### config.mk
export PLATFORM = sky130hd
export DESIGN_NAME = alu_result_uart_tx
export DESIGN_NICKNAME = d
export VERILOG_FILES = /design/src/rtl/alu_result_uart_tx.sv
export SDC_FILE = /design/constraint.sdc
export NUM_CORES = 1
export LEC_CHECK = 0
export BUFFER_PORTS_ARGS = -buffer_cell sky130_fd_sc_hd__buf_2
export CORE_MARGIN = 2
export CORE_UTILIZATION = 54
export CTS_BUF_LIST = sky130_fd_sc_hd__clkbuf_4 sky130_fd_sc_hd__clkbuf_8 sky130_fd_sc_hd__clkbuf_16
export DETAILED_ROUTE_END_ITERATION = 6
export PLACE_DENSITY = 0.74
export SYNTH_ARGS = -nofsm -noshare
export SYNTH_HDL_FRONTEND = slang
export SYNTH_SLANG_ARGS = --single-unit
### constraint.sdc
create_clock -name clk -period 2.25 [get_ports clk]
set_input_delay 0.1125 -clock clk [delete_from_list [all_inputs] [get_ports clk]]
set_output_delay 0.1125 -clock clk [all_outputs]
set_load 0.02 [all_outputs]
### src/rtl/alu_result_uart_tx.sv
// Captures strobed ALU result bytes into a small FIFO and drains them as
// 8N1 serial frames (start, 8 data bits LSB first, stop) on a single tx pin.
module alu_result_uart_tx #(
  parameter int DEPTH        = 8,
  parameter int CLKS_PER_BIT = 4
) (
  input  logic                         clk,
  input  logic                         rst_n,
  input  logic [7:0]                   data_in,
  input  logic                         wr_en,
  output logic                         tx,
  output logic                         busy,
  output logic                         full,
  output logic                         empty,
  output logic [$clog2(DEPTH+1)-1:0]   count,
  output logic                         overflow
);

  localparam int PTR_W  = $clog2(DEPTH);
  localparam int CNT_W  = $clog2(DEPTH+1);
  localparam int BAUD_W = (CLKS_PER_BIT > 1) ? $clog2(CLKS_PER_BIT) : 1;

  typedef enum logic [1:0] {IDLE, START, DATA, STOP} state_t;

  logic [7:0]        mem [DEPTH];
  logic [PTR_W-1:0]  wr_ptr, rd_ptr;
  logic              push, pop;

  state_t            state, state_nxt;
  logic [BAUD_W-1:0] baud, baud_nxt;
  logic [2:0]        bit_idx, bit_nxt;
  logic [7:0]        shift, shift_nxt;
  logic              baud_end;

  // full is decoded from the registered count, so a write while full is
  // dropped even when the serializer pops in the same cycle.
  assign full  = (count == CNT_W'(DEPTH));
  assign empty = (count == '0);
  assign push  = wr_en && !full;

  // FIFO control stage
  always_ff @(posedge clk or negedge rst_n) begin
    if (!rst_n) begin
      wr_ptr   <= '0;
      rd_ptr   <= '0;
      count    <= '0;
      overflow <= 1'b0;
    end else begin
      if (push) wr_ptr <= wr_ptr + PTR_W'(1);
      if (pop)  rd_ptr <= rd_ptr + PTR_W'(1);
      count <= count + CNT_W'(push) - CNT_W'(pop);
      if (wr_en && full) overflow <= 1'b1;
    end
  end

  always_ff @(posedge clk) begin
    if (push) mem[wr_ptr] <= data_in;
  end

  // Serializer state stage
  always_ff @(posedge clk or negedge rst_n) begin
    if (!rst_n) begin
      state   <= IDLE;
      baud    <= '0;
      bit_idx <= '0;
    end else begin
      state   <= state_nxt;
      baud    <= baud_nxt;
      bit_idx <= bit_nxt;
    end
  end

  always_ff @(posedge clk) begin
    shift <= shift_nxt;
  end

  assign baud_end = (baud == BAUD_W'(CLKS_PER_BIT - 1));

  always_comb begin
    state_nxt = state;
    baud_nxt  = baud;
    bit_nxt   = bit_idx;
    shift_nxt = shift;
    pop       = 1'b0;
    case (state)
      IDLE: begin
        if (!empty) begin
          pop       = 1'b1;
          shift_nxt = mem[rd_ptr];
          state_nxt = START;
          baud_nxt  = '0;
        end
      end
      START: begin
        if (baud_end) begin
          state_nxt = DATA;
          baud_nxt  = '0;
          bit_nxt   = '0;
        end else begin
          baud_nxt = baud + BAUD_W'(1);
        end
      end
      DATA: begin
        if (baud_end) begin
          baud_nxt  = '0;
          shift_nxt = shift >> 1;
          if (bit_idx == 3'd7) state_nxt = STOP;
          else                 bit_nxt   = bit_idx + 3'd1;
        end else begin
          baud_nxt = baud + BAUD_W'(1);
        end
      end
      STOP: begin
        if (baud_end) begin
          state_nxt = IDLE;
          baud_nxt  = '0;
        end else begin
          baud_nxt = baud + BAUD_W'(1);
        end
      end
      default: state_nxt = IDLE;
    endcase
  end

  // Line level is decoded purely from registered state.
  always_comb begin
    tx = 1'b1;
    case (state)
      START:   tx = 1'b0;
      DATA:    tx = shift[0];
      default: tx = 1'b1;
    endcase
  end

  assign busy = (state != IDLE);

endmodule

==> out/results.ini, run 1 <==
[hold_path]
hold_path.class=primary input to flop
whs_path_depth=1

[grt]
gr-total-overflow=0
grt_pass1_wl_mm=10.75
grt_pass1_vias=2010
grtUsageTotal=0.1941
grt_antenna_before_repair=0
grt_max_degree=25

[sta]
slew_headroom=0.3529
worst_pin_slew_ns=0.9670
fin_hold_ws_ns=0.01306
finalCritPeriodShare=0.9921
layout_min_cycle_time_ns=2.232
finalHoldViolCount=0
drv_slew=0
fin_skew_ns=0.009378
rsz0062_at_grt=true
fmax_ghz=0.4480
finalSetupTns_ns=0
setup_viol=0

[logic_synthesis]
synth_area_leaders=edfxtp_1 (56%), dfrtp_1 (12%), ha_1 (5.2%), mux2_2 (4.9%), mux2i_1 (4.1%)
synth_largest_area_cell=edfxtp_1
syn_area_um2=3877
yosys_warnings=0
synth-seq-cells=90
yosys.area.top_type_share=0.5576
syn_inst=246
syn_avg_cell_area_um2=15.76
synth_cell_types=34
seq_area_frac_synth=0.6738
synth_nets=274

[clock_network]
clock-root-buffer=clkbuf_8
cts-buffers-inserted=9
cts.clk_slew.worst_paths_ns=0.09
cts_tree=yes
cts.path.max_buffers=2
post-cts-setup-buffers=0
clk_latency_ns=0.36
clock-sinks=90
htreeDepth=3

[floorplanning]
ios=20
num_rows=30
start_util=0.5645
die_w_um=88.74
fp.coreArea_um2=6869
die_area_um2=7874
die_h_um=88.74

[critical_path]
slowest_stage=dfrtp_2
path_cells=inv_2 > ha_4 > or3b_4 > nand2_4 > inv_2 > ha_4 > inv_2 > ha_4 > fa_2 > xor2_1
crit_arrival_ns=2.47
worst_r2r_path_depth=10
path_class=flop to flop
end_kind=flop
critPathMaxStageDelay_ns=0.42
worstSetupStartpointType=flop
cp_data_required_time_ns=2.49
path_max_fanout=3

[status]
status=finished clean

[power_and_ir_drop]
switchingPower_uw=2056
intPower_uw=3790
p_comb_frac=0.403
sw_frac_of_total=0.3517
vdd_drop_max_mv=0.9095
p_leak_uw=0.001629
power.density_nw_per_um2=1346
pwr-share-clk=0.160
power_frac_seq=0.437

[placement]
dpl-instance-area_um2=4125
io_buffers=19
dpl.hpwl_mm=4.363
routabilityCongestion=0.7682

[drt]
drt_wl_total_mm=6.877
post_drt_wl_per_cell_um=18.19
via_per_inst=5.582
via_count=2110
antenna_left=0
drt-pass1-iter-count=5
drc=0
first_iter_violations=173

[finish]
num_antenna_cells=0
layout-drive-gt1-share=0.2730
postLayoutCellArea_um2=4344
syn_to_final_growth_pct=12.04
nNetsFinal=306

[run]
max_cap_violations=0

## kinds of logic (layout without fill, tap and decap cells)
kind of cell,count (synthesis),in the layout,synth area share
AO/OA/AOI/OAI,36,36,0.07325
XOR/XNOR,6,6,0.01355
adder cells (fa/ha/maj),17,17,0.05679
buffers and inverters,21,57,0.02485
flip-flops,90,90,0.6738
multiplexers,36,36,0.1052
AND/OR/NAND/NOR,40,40,0.05260
## power groups by stage
stage               clock (µW)  sequential (µW)  combinational, µW
CTS                        951             2550               2270
detailed placement           0             2580               2240
finish                     937             2550               2360
global route              1000             2600               2580
floorplan                    0             2560               1670
global placement             0             2560               2200
## Yosys cell counts, drive strengths merged
cell type	number
nor2	10
nand3b	1
ha	16
or3b	2
or3	1
nand3	3
nand2	13
a22o	12
nor4	1
xor2	2
fa	1
nor2b	2
a21oi	2
edfxtp	72
mux4	2
nand2b	4
clkbuf	3
dfrtp	18
inv	13
buf	5
nor3	2
mux2i	16
mux2	18
and4bb	1
a21o	3
xnor2	4
a2bb2oi	1
o22ai	7
o31ai	7
o21ai	3
a221oi	1
## what timing repair did
item	4_1_cts	5_1_grt
hold endpoints to repair	18	0
pin swaps	0	2
gates resized for setup	2	8
hold buffers	1	0
endpoints found under the setup margin	3	18
## per-stage QoR
| step | power, µW | instances | utilization | setup slack [ns] |
|---|---|---|---|---|
| 4_1_cts | 5767 | 378 | 0.6266 | 0.01378 |
| 3_3_place_gp | 4759 | 362 | 0.6005 | 0.05776 |
| 6_report | 5846 | 378 | 0.6324 | 0.01785 |
| 2_1_floorplan | 4231 | 246 | - | 0.009958 |
| 5_1_grt | 6187 | 378 | 0.6324 | -0.03148 |
| 3_5_place_dp | 4826 | 362 | 0.6005 | -0.03658 |
## registers in the layout (all words and copies together), names as in the netlist
signal	flops
baud	2
state	2
count	4
shift	8
overflow	1
wr_ptr	3
bit_idx	3
mem	64
rd_ptr	3
## critical path: cells and delay by family (launching register included)
family,cells,cell delay [ns]
flip-flops,1,0.42
adder cells (fa/ha/maj),4,0.89
XOR/XNOR,1,0.14
AND/OR/NAND/NOR,2,0.49
buffers and inverters,3,0.17
## area by class of cell
| class | instances | area (µm²) |
|---|---|---|
| sequential | 90 | 2615 |
| fill | 484 | 2525 |
| multi-input combinational | 135 | 1224 |
| timing repair buffer | 29 | 172.7 |
| clock buffer | 10 | 131.4 |
| tap | 96 | 120.1 |
| inverter | 13 | 48.80 |
| clock inverter | 5 | 32.53 |
## placed cells by master, fill, tap and decap left out, types with 4 or more instances in the layout
cell / Yosys / routed
nor2_1: 10 / 10
inv_2: 0 / 4
clkbuf_8: 0 / 9
inv_1: 13 / 9
ha_1: 16 / 13
buf_4: 2 / 9
mux2i_1: 16 / 16
buf_2: 2 / 19
xnor2_1: 4 / 4
nand2_1: 13 / 11
nand2b_1: 4 / 4
edfxtp_1: 72 / 72
a22o_1: 12 / 12
o31ai_1: 7 / 7
o22ai_1: 7 / 7
dfrtp_1: 18 / 16
mux2_2: 17 / 17
## routing by layer
layer,vias to the layer above,wire length [µm],global-route usage
li1,994,-,-
met5,-,0,0
met1,1051,3130,0.2695
met2,55,3343,0.2992
met3,10,286,0.04291
met4,0,116,0.08127
## path summary, 6_finish.rpt
kind                            start   endpoint  slack (ns)
max                          count[2]   count[2]        0.02
min                        data_in[7]  mem[0][7]        0.01
max reg2reg                  count[2]   count[2]        0.02
min reg2reg                  overflow   overflow        0.47
max in group asynchronous       rst_n   count[2]        1.72
min in group asynchronous       rst_n    baud[1]        0.21
(Power assumes the default switching activity.)
==> run 2: changes to the inputs <==
- ABC_AREA: unset -> 1
- CORE_ASPECT_RATIO: unset -> 0.5
- CORE_UTILIZATION: 54 -> 55
- GPL_TIMING_DRIVEN: unset -> 0
- PLACE_DENSITY: 0.74 -> 0.75
==> run 2 against run 1 <==
Against the previous run:
- sequential power down 2%
- wire length increased by 27%
- global-route usage increased by 4.0 points
- non-clock buffer count is 3 higher
- combinational power grew 17%
- first-iteration DRC count up 95%
- final cell count grew 40%
- largest power group is now combinational cells
- power up 21%
- synthesized cell count rose by 61%
==> out/results.ini, run 2 <==
[status]
status=finished clean

[finish]
layout-drive-gt1-share=0.1409
final_common_cell=nand2_1
top_register=mem
top_regs=mem: 64 flops, shift: 8 flops, count: 4 flops
postLayoutCellArea_um2=4751
most-common-layout-cells=nand2_1 (114), edfxtp_1 (72), inv_1 (64)
nNetsFinal=456
syn_to_final_growth_pct=14.23
num_antenna_cells=0
largest_reg_flops=64

[hold_path]
min_to=mem[7][4]
hold_path.class=primary input to flop
whs_path_depth=1
holdCritStartpoint=data_in[4]

[grt]
grt_pass1_vias=2700
grt_pass1_wl_mm=13.86
grtUsageTotal=0.2341
grt_max_degree=19
gr-total-overflow=0
grt_antenna_before_repair=0

[placement]
routabilityCongestion=0.8162
dpl.hpwl_mm=5.605
io_buffers=19
dpl-instance-area_um2=4374

[sta]
finalHoldViolCount=0
setup_viol=0
finalCritPeriodShare=0.9841
fin_skew_ns=0.006359
rsz0062_at_grt=true
worst_pin_slew_ns=0.9466
drv_slew=0
slew_headroom=0.3666
fmax_ghz=0.4516
layout_min_cycle_time_ns=2.214
finalSetupTns_ns=0

[power_and_ir_drop]
power_frac_seq=0.354
vdd_drop_max_mv=1.097
power.density_nw_per_um2=1486
pwr-share-clk=0.257
switchingPower_uw=2620
intPower_uw=4438
p_comb_frac=0.389
p_leak_uw=0.002165
sw_frac_of_total=0.3712

[logic_synthesis]
yosys_warnings=0
seq_area_frac_synth=0.6282
synth_cell_types=29
syn_inst=397
synth.most_common_cell=nand2_1
synth_edf_count=72
synth_area_leaders=edfxtp_1 (52%), dfrtp_1 (11%), nand2_1 (10%), nand3_1 (6.0%), inv_1 (5.8%)
synth-seq-cells=90
async_flop_share=0.2000
syn_area_um2=4159
syn_avg_cell_area_um2=10.48
ys.flop_type=edfxtp_1
synth_largest_area_cell=edfxtp_1
yosys.area.top_type_share=0.5199
synthTopCellsByCount=nand2_1 (114), edfxtp_1 (72), inv_1 (64), nand3_1 (50)
synth_nets=425

[drt]
antenna_left=0
via_per_inst=5.197
via_count=2749
drc=0
drt-pass1-iter-count=5
first_iter_violations=337
drt_wl_total_mm=8.707
post_drt_wl_per_cell_um=16.46

[clock_network]
cts_tree=yes
clock-sinks=90
cts-buffers-inserted=9
post-cts-setup-buffers=0
htreeDepth=3
cts.path.max_buffers=2
clk_latency_ns=0.34
clock-root-buffer=clkbuf_16
cts.clk_slew.worst_paths_ns=0.06

[floorplanning]
ios=20
die_area_um2=8316
die_w_um=127.0
num_rows=22
die_h_um=65.49
fp.coreArea_um2=7322
start_util=0.5680

[critical_path]
rr_endpoint=mem[0][0]
path_class=flop to flop
worst_r2r_path_depth=6
cp_data_required_time_ns=2.21
crit_arrival_ns=2.18
end_kind=flop
startpoint=count[2]
path_max_fanout=8
rr_startpoint=count[2]
worstSetupStartpointType=flop
ff2ff_setup_slack_ns=0.04

[run]
max_cap_violations=0

## run 2: cell type report
| cell class | instances | area (µm²) |
|---|---|---|
| sequential | 90 | 2613 |
| fill | 560 | 2571 |
| clock inverter | 6 | 128.9 |
| clock buffer | 10 | 232.7 |
| timing repair buffer | 20 | 105.1 |
| inverter | 69 | 266.5 |
| tap | 96 | 120.1 |
| buffer | 12 | 101.3 |
| multi-input combinational | 226 | 1184 |
## run 2: critical path: stages (launching register included)
cell and delay, ns:
dfrtp_1 0.35, inv_1 0.08, ha_1 0.24, nand2_4 0.10, nand2_2 0.08, or2_4 0.26, nor2_1 0.72
## run 2: kinds of logic after synthesis
group / synth area share
AO/OA/AOI/OAI: 0.02287
XOR/XNOR: 0.01053
adder cells (fa/ha/maj): 0.05295
buffers and inverters: 0.08844
flip-flops: 0.6282
AND/OR/NAND/NOR: 0.1971
## run 2: metrics by stage
stage | hold WS (ns) | power (µW) | utilization | setup slack (ns) | instances
3_3_place_gp | 0.07220 | 5137 | 0.5974 | 0.001625 | 512
6_report | 0.04525 | 7058 | 0.6488 | 0.03576 | 529
5_1_grt | 0.03918 | 7546 | 0.6488 | -0.05334 | 529
4_1_cts | 0.03137 | 7069 | 0.6482 | 0.01122 | 529
2_1_floorplan | -0.1831 | 4449 | - | 0.2005 | 397
3_5_place_dp | 0.07410 | 5240 | 0.5974 | -0.02010 | 512
## run 2: how the worst max path moves through the flow
stage / endpoint / slack, ns / cells after the start
6_report: mem[0][0] / 0.04 / 6
5_1_grt: mem[0][3] / -0.05 / 6
4_1_cts: mem[4][0] / 0.01 / 6
3_5_place_dp: mem[0][2] / -0.02 / 6
3_3_place_gp: mem[4][5] / 0.002 / 6
2_1_floorplan: count[2] / 0.20 / 9
## run 2: per-layer routing
metal	wire [µm]	GRT usage
met1	3812	0.2978
met2	4110	0.3858
met3	679	0.08225
met4	104	0.07005
met5	0	0
## run 2: repair_timing
item | 4_1_cts | 5_1_grt
setup endpoints to repair | 0 | 40
endpoints found under the hold margin | 18 | 0
gates resized for setup | 0 | 2
hold buffers | 1 | 0
## run 2: power by group through the flow
stage          sequential [µW]  clock, µW  combinational [µW]
2_1_floorplan             2540          0                1910
3_3_place_gp              2510          0                2630
3_5_place_dp              2530          0                2710
4_1_cts                   2500       1830                2740
5_1_grt                   2540       1900                3110
6_report                  2500       1810                2750
==> run 3: changes to the inputs <==
- PLACE_DENSITY: 0.75 -> 0.73
- clock period: 2.25 -> 2.1 ns (I/O delays scaled with it)
==> run 3 against run 2 <==
Against the previous run:
- final area fell by 0.50%
- core utilization fell by 0.32 points
- sequential share of layout area rose by 0.30 points
- first-iteration DRC count fell by 16%
- sequential power rose by 7%
- clock power fell by 11%
- clock-buffer cell count rose by 3
- die area did not move
- final cell count rose by 0.57%
- global-route usage fell by 0.35 points
- setup slack improved by 0.051 ns
==> out/results.ini, run 3 (synthesis results as in run 2) <==
[status]
status=finished clean

[hold_path]
hold_path.class=primary input to flop

[drt]
via_per_inst=5.212
drt-pass1-iter-count=5
drt_wl_total_mm=8.549
post_drt_wl_per_cell_um=16.07
antenna_left=0
first_iter_violations=283
via_count=2773
drc=0

[power_and_ir_drop]
total_power_uw=7284
vdd_drop_max_mv=0.8848
p_leak_uw=0.002151
power.density_nw_per_um2=1541

[grt]
grtUsageTotal=0.2306
grt_max_degree=19
grt_antenna_before_repair=0
grt_pass1_wl_mm=13.74
grt_pass1_vias=2743
gr-total-overflow=0

[critical_path]
worstSetupStartpointType=flop
crit_arrival_ns=1.97
cp_data_required_time_ns=2.06
path_delay_family=simple AND/OR/NAND/NOR gates
end_kind=flop
path_max_fanout=8
critPathMaxStageDelay_ns=0.78
path_class=flop to flop
crit_buf_inv=1
path_cells=inv_2 > ha_2 > nand2_4 > nand3_1 > nor2_1
slowest_stage=nor2_1
ff2ff_setup_slack_ns=0.09

[finish]
multi_input_area_um2=1196
final_common_cell=nand2_1
most-common-layout-cells=nand2_1 (114), edfxtp_1 (72), inv_1 (63)
layout-drive-gt1-share=0.1651
nFillCells=573
final_core_util=0.6456
top_regs=mem: 64 flops, shift: 8 flops, count: 4 flops
syn_to_final_growth_pct=13.66
seq_area_um2=2614
num_antenna_cells=0
largest_reg_flops=64
nNetsFinal=459
top_register=mem
postLayoutCellArea_um2=4727

[clock_network]
clk_latency_ns=0.34
htreeDepth=3
clock-root-buffer=clkbuf_16
cts-buffers-inserted=9
cts_tree=yes
cts.clk_slew.worst_paths_ns=0.06
cts.path.max_buffers=2
clock-sinks=90

[placement]
io_buffers=19
dpl-instance-area_um2=4374
routabilityCongestion=0.8236
dpl.hpwl_mm=5.546

[floorplanning]
die_w_um=127.0
fp.coreArea_um2=7322
start_util=0.5680
num_rows=22
ios=20
die_h_um=65.49
die_area_um2=8316

[sta]
fin_hold_ws_ns=0.03620
layout_min_cycle_time_ns=2.013
setup_viol=0
drv_slew=0
fin_skew_ns=0.004785
rsz0062_at_grt=false
fmax_ghz=0.4967
finalCritPeriodShare=0.9586
slew_headroom=0.3443
finalHoldViolCount=0
worst_pin_slew_ns=0.9799

[run]
max_cap_violations=0

[run 3: cell types whose count changed in the layout (fill, tap and decap cells not counted), moves of 2 or more]
cell	delta
buf_4	+3
bufinv_16	-3
nor2_1	-3
nor2_2	+3
clkbuf_4	+2
ha_1	-2
ha_2	+2
[run 3: power breakdown]
| part | switching [µW] | internal (µW) | leakage (µW) |
|---|---|---|---|
| Clock | 618 | 990 | 0.000154 |
| Sequential | 200 | 2480 | 0.000866 |
| Combinational | 1970 | 1030 | 0.00113 |
| Total | 2790 | 4500 | 0.00215 |
[run 3: stage by stage]
step	setup WS, ns	std cells	TNS, ns
final	0.08686	532	0
after global routing	0.004164	532	0
after CTS	-0.007442	529	-0.03176
after detailed placement	-0.1774	512	-3.613
after global placement	-0.1068	512	-1.939
after floorplan	0.05049	397	0
[run 3: metal layers]
metal / wire length (µm) / track usage
met5: 0 / 0
met4: 177 / 0.09066
met3: 665 / 0.07248
met2: 3992 / 0.3743
met1: 3714 / 0.2951
[run 3: layout make-up]
type	instances	area share
Clock buffer	13	0.05532
Clock inverter	3	0.008470
Buffer	12	0.02144
Sequential cell	90	0.5529
Timing Repair Buffer	23	0.02700
Multi-Input combinational cell	226	0.2530
Inverter	69	0.05638
Tap cell	96	0.02541
[run 3: path summary, 6_finish.rpt]
check | startpoint | to | cells past startpoint
setup reg to reg | count[2] | mem[1][3] | 5
setup / recovery | count[2] | mem[1][3] | 5
hold / removal | data_in[3] | mem[7][3] | 1
min in group asynchronous | rst_n | bit_idx[2] | 2
max in group asynchronous | rst_n | count[1] | 2
hold reg to reg | overflow | overflow | 1
[run 3: worst reg2reg max path, stage by stage, from the launching register on]
cell and delay [ns]:
dfrtp_1 0.36, inv_2 0.06, ha_2 0.20, nand2_4 0.08, nand3_1 0.15, nor2_1 0.78
[run 3: timing repair]
action / CTS / global route
endpoints found under the hold margin: 18 / 0
buffers inserted: 0 / 3
resized for setup: 4 / 5
endpoints found under the setup margin: 40 / 29
hold buffers: 1 / 0
